<file path="src/rtl/sync_updown_mod_counter.sv">
// Fully synchronous modulo-MODULUS up/down counter with clamped parallel load,
// wrap or saturate at the boundaries, combinational cascade tc and a wrap pulse.
module sync_updown_mod_counter #(
  parameter int              WIDTH    = 4,
  parameter longint unsigned MODULUS  = 16,
  parameter bit              SATURATE = 1'b0
) (
  input  logic             clk,
  input  logic             res,
  input  logic             en,
  input  logic             dir,
  input  logic             load,
  input  logic [WIDTH-1:0] din,
  output logic [WIDTH-1:0] q,
  output logic             tc,
  output logic             wrapped
);

  // MODULUS can reach 2^32, so the legality check is done in 64 bits.
  if (WIDTH < 1 || WIDTH > 32) begin : g_bad_width
    $error("sync_updown_mod_counter: WIDTH must be in 1..32");
  end
  if (MODULUS < 2 || MODULUS > (64'd1 << WIDTH)) begin : g_bad_modulus
    $error("sync_updown_mod_counter: MODULUS must be in 2..2^WIDTH");
  end

  localparam logic [WIDTH-1:0] QMAX = WIDTH'(MODULUS - 64'd1);

  logic             at_max;
  logic             at_zero;
  logic [WIDTH-1:0] din_clamp;
  logic [WIDTH-1:0] q_nxt;
  logic             wrap_nxt;

  assign at_max    = (q == QMAX);
  assign at_zero   = (q == '0);
  assign din_clamp = (din > QMAX) ? QMAX : din;

  // Priority: load, then count, then hold; reset overrides in the register.
  always_comb begin
    q_nxt    = q;
    wrap_nxt = 1'b0;
    if (load) begin
      q_nxt = din_clamp;
    end else if (en) begin
      if (dir) begin
        if (!at_max) begin
          q_nxt = q + WIDTH'(1);
        end else if (!SATURATE) begin
          q_nxt    = '0;
          wrap_nxt = 1'b1;
        end
      end else begin
        if (!at_zero) begin
          q_nxt = q - WIDTH'(1);
        end else if (!SATURATE) begin
          q_nxt    = QMAX;
          wrap_nxt = 1'b1;
        end
      end
    end
  end

  always_ff @(posedge clk) begin
    if (res) begin
      q       <= '0;
      wrapped <= 1'b0;
    end else begin
      q       <= q_nxt;
      wrapped <= wrap_nxt;
    end
  end

  // Unregistered so a cascaded upper stage counts on the same edge.
  assign tc = ~res & en & ~load & ((dir & at_max) | (~dir & at_zero));

endmodule
</file>
<file path="config.mk">
export PLATFORM = sky130hd
export DESIGN_NAME = sync_updown_mod_counter
export DESIGN_NICKNAME = d
export VERILOG_FILES = /design/src/rtl/sync_updown_mod_counter.sv
export SDC_FILE = /design/constraint.sdc
export NUM_CORES = 1
export LEC_CHECK = 0
export BUFFER_PORTS_ARGS = -buffer_cell sky130_fd_sc_hd__buf_2
export CAP_MARGIN = 20
export CELL_PAD_IN_SITES_DETAIL_PLACEMENT = 1
export CELL_PAD_IN_SITES_GLOBAL_PLACEMENT = 1
export CORE_AREA = 2 2 39 41
export CTS_CLUSTER_DIAMETER = 120
export CTS_CLUSTER_SIZE = 12
export DETAILED_ROUTE_END_ITERATION = 10
export DIE_AREA = 0 0 41 43
export PLACE_DENSITY_LB_ADDON = 0.1
export SLEW_MARGIN = 20
export SYNTH_ARGS = -nofsm -noshare
export SYNTH_HDL_FRONTEND = slang
export SYNTH_SLANG_ARGS = --single-unit
</file>
<file path="constraint.sdc">
create_clock -name clk -period 1.5 [get_ports clk]
set_clock_uncertainty 0.05 [all_clocks]
set_input_delay 0.15 -clock clk [delete_from_list [all_inputs] [get_ports clk]]
set_output_delay 0.15 -clock clk [all_outputs]
set_load 0.005 [all_outputs]
</file>
==> results.md <==
Outcome:
- The run finished, with violations left.
- The checks that failed: setup timing.

Setup path:
- For the worst setup path, the data required time is about 1.3 ns.
- The launch instance of the worst register-to-register path is q[2]$_SDFFE_PP0P_.
- The launching element type of the critical path is a flip-flop.
- The slowest cell on the critical path is sky130_fd_sc_hd__dfxtp_2.
- The critical path contains buffers and inverters numbering 2 combined.
- The worst setup path is captured at an output pin.
- On the worst path, the slowest cell contributes a delay of 0.31 ns.
- The largest fanout of any net on the critical path is 2.
- The critical path goes through inv_2, ha_4, nor4b_4, a41oi_2, nor4b_2, buf_2.
- By startpoint and endpoint, the worst setup path is classified as flip-flop to output pin.
- The critical path's top delay family is simple AND/OR/NAND/NOR gates.
- The endpoint arrival time on the critical path is approximately 1.4 ns.
- The worst setup path startpoint is q[1]$_SDFFE_PP0P_.

Synth:
- The synthesized netlist occupies a cell area of 353 um2.
- The proportion of synthesized chip area in sequential cells is ~28%.
- Synthesis handed over a netlist of 42 instances.
- The mean instance size in the synthesized netlist is 8.40 um2.
- Synthesis instantiated 22 different standard cells from the library.
- After synthesis the netlist holds a flip-flop and latch count of 5.
- The Yosys step of the flow raised 0 warnings.
- The total nets after synthesis is between 50 and 60.

STA:
- Derived from the worst setup path, the maximum achievable clock frequency is ~630 MHz.
- In the final timing run, aggregate negative setup slack is -0.0991 ns.
- The relative slew slack is between 80% and 90%.
- The final number of max-transition violations came to 0.
- The final number of hold-violating endpoints is 0.
- The setup violation total in the final timing report is 1.
- The smallest clock period supported by the final layout is computed as roughly 1.6 ns.
- Setup slack on the critical path of the routed design comes to -0.0991 ns.
- Dividing the final minimum period by the clock period gives 107%.
- For the pin with the worst max-slew slack, the measured transition is ~0.27 ns.
- Setup repair after global routing could not meet its margin everywhere.

Clocking:
- After clock tree synthesis, the clock-pin slew on the worst setup and hold paths is approximately 0.050 ns.
- TritonCTS built the clock tree.
- The number of clock sinks is 5.
- The maximum clock insertion buffer count is 2.
- The number of H-tree levels is 1.
- The clock tree root driver cell is sky130_fd_sc_hd__clkbuf_4.
- The clock buffer count from CTS is 3.
- In this run, post-CTS hold repair placed 0 buffers.
- The later pin in the worst-skew pair is clocked with a latency of 0.24 ns.

Placement:
- The worst slack after detailed placement is -0.0414 ns.
- The number of placed instances, taps included, is 76.
- The post-place instance area is 477 um2.
- In this run the tool buffered the top-level ports with 14 buffer cells.
- The global placer's final weighted congestion is around 0.62.
- The half-perimeter wire length after placement is 788 um.

Route:
- For this run, design rule violations remaining after detail routing come to 0.
- For this block, the initial DRC count from the detailed router was 1.
- The pre-antenna-repair detailed-routing pass consisted of 2 iterations.
- The final wirelength is 1040 um.
- The number of routed nets with antenna violations is 0.
- The detailed-route vias per instance is around 4.8.
- After detailed routing, the average wire length per cell comes to between 10 and 15 um.
- The via total after detailed routing is 392.

Worst hold path:
- The start point of the worst hold path is din[1].
- The tightest min-delay check is of the input port to flip-flop type.

Die:
- The number of cell rows is 14.
- The area of the die is between 1500 and 2000 um2.
- In this run the standard cell core region covers 1380 um2.
- The number of placed I/O pins is 15.
- The starting density of the core is around a quarter.
- The die outline height is about 43 um.
- The die outline width is between 40 and 50 um.

Global routing:
- The pin count of the biggest net entering global routing is 9.
- The first global-routing pass estimated ~1800 um of wire.
- The via count of the first global-routing pass is around 400.
- The total overflow left after global routing is 0.
- The initial antenna violation count is 0.
- For this run, the total global-route usage over all layers was measured as roughly 15%.

Pwr:
- The relative contribution of the clock network to total power is between 30 and 40%.
- The analysis attributes to net switching a power of between 100 and 150 uW.
- The share of power burned in combinational logic is 32.5%.
- Net switching is between 30% and 40% of the power.
- The share of total power dissipated in sequential elements is approximately a third.
- The power per unit of standard cell area is about 800 nW/um2.
- The final total power is between 400 and 500 uW.
- The worst-case IR drop observed on VDD is between 0.2 and 0.3 mV.
- The internal power is 328 uW.
- Summed over all cells, the static leakage comes to roughly 0.27 nW.

Finish:
- The final cell area excluding filler cells is 589 um2.
- The library cells used most frequently in the layout, excluding fill and tap cells, are sky130_fd_sc_hd__buf_2, sky130_fd_sc_hd__buf_4, sky130_fd_sc_hd__nand2_1, sky130_fd_sc_hd__a21oi_1, sky130_fd_sc_hd__dfxtp_2.
- After the last flow step, the layout net total stands at around 80.
- Of the cells placed in the final design, the portion with a size suffix greater than 1 is roughly three fifths.
- The synthesis-to-finish area growth is 67.0%.
- The most common cell after layout, fill and taps aside is sky130_fd_sc_hd__buf_2.
- The finished layout holds 82 standard cells, fillers aside.
- The diode insertion count for antenna repair is 0.

Job:
- The number of maximum-capacitance constraint violations is 0.
[final cells by class]
type / count / area [um2]
Inverter: 5 / 18.8
Multi-Input combinational cell: 31 / 297
Timing Repair Buffer: 21 / 123
Clock buffer: 4 / 26.3
Sequential cell: 5 / 105
Tap cell: 16 / 20.0
Fill cell: 169 / 795
[power by group through the flow]
stage	combinational (mW)	sequential [mW]	clock [mW]
final	0.152	0.159	0.158
after global routing	0.171	0.160	0.172
after CTS	0.145	0.157	0.164
after detailed placement	0.121	0.155	0
after global placement	0.118	0.155	0
after floorplan	0.0618	0.159	0
[worst reg2reg max path: cells and delay by family (launching register included)]
| kind | cells | cell delay [ns] |
|---|---|---|
| AOI/OAI and AO/OA | 2 | 0.37 |
| buffers and inverters | 1 | 0.05 |
| DFF | 1 | 0.37 |
| and+or+nand+nor | 1 | 0.52 |
[sequential cells by signal, indices dropped and copies added, names as in the netlist]
register	flops
q	4
wrapped	1
[Yosys cell counts]
master,number,area (um2)
sky130_fd_sc_hd__inv_1,3,11.3
sky130_fd_sc_hd__o21ai_0,1,5.00
sky130_fd_sc_hd__clkbuf_1,1,3.75
sky130_fd_sc_hd__or4_1,1,7.51
sky130_fd_sc_hd__nand2_1,5,18.8
sky130_fd_sc_hd__a311o_1,1,10.0
sky130_fd_sc_hd__ha_1,2,25.0
sky130_fd_sc_hd__xnor2_1,1,8.76
sky130_fd_sc_hd__dfxtp_1,5,100
sky130_fd_sc_hd__a41oi_2,1,16.3
sky130_fd_sc_hd__a41oi_1,1,8.76
sky130_fd_sc_hd__xor2_1,2,17.5
sky130_fd_sc_hd__mux2i_1,1,10.0
sky130_fd_sc_hd__nor2_1,2,7.51
sky130_fd_sc_hd__a21bo_1,1,10.0
sky130_fd_sc_hd__o31ai_1,1,7.51
sky130_fd_sc_hd__nor4b_1,3,26.3
sky130_fd_sc_hd__mux2_2,1,11.3
sky130_fd_sc_hd__a211oi_1,1,7.51
sky130_fd_sc_hd__a21oi_1,5,25.0
sky130_fd_sc_hd__inv_2,2,7.51
sky130_fd_sc_hd__o21bai_1,1,7.51
[what timing repair did]
item / CTS / global route
pin swaps: 2 / 4
gates resized for setup: 10 / 5
gates cloned: 0 / 0
setup endpoints to repair: 1 / 3
buffers inserted: 2 / 0
[stage by stage]
stage | hold slack, ns | utilization (%)
finish | 0.0990 | 42.6
global route | 0.118 | 42.6
CTS | 0.0905 | 41.0
detailed placement | 0.356 | 34.4
global placement | 0.354 | 34.4
floorplan | 0.169 | -
[cells by family (layout without fill, tap and decap cells)]
logic type               Yosys count  after routing  share of synthesized area [%]
multiplexers                       2              2                           6.03
AO/OA/AOI/OAI                     13             13                           27.7
XOR/XNOR                           3              3                           7.45
AND/OR/NAND/NOR                   11             11                           17.0
flip-flops                         5              5                           28.4
buffers and inverters              6             30                           6.38
adder cells (fa/ha/maj)            2              2                           7.09
[routing by layer]
layer,vias up,global-route usage (%),part of all wire (%)
li1,201,-,-
met1,179,21.2,44
met2,10,22.2,51
met3,2,1.57,4.2
met4,0,8.00,0.38
met5,-,0,0
[worst paths after layout]
check | endpoint | slack (ns) | cells after the start
worst max-delay path | tc | -0.1 | 6
worst min-delay path | q[1]$_SDFFE_PP0P_ | 0.1 | 3
worst max register to register | q[3]$_SDFFE_PP0P_ | 0.05 | 4
worst min register to register | q[0]$_SDFFE_PP0P_ | 0.65 | 4
(Power assumes the default switching activity.)
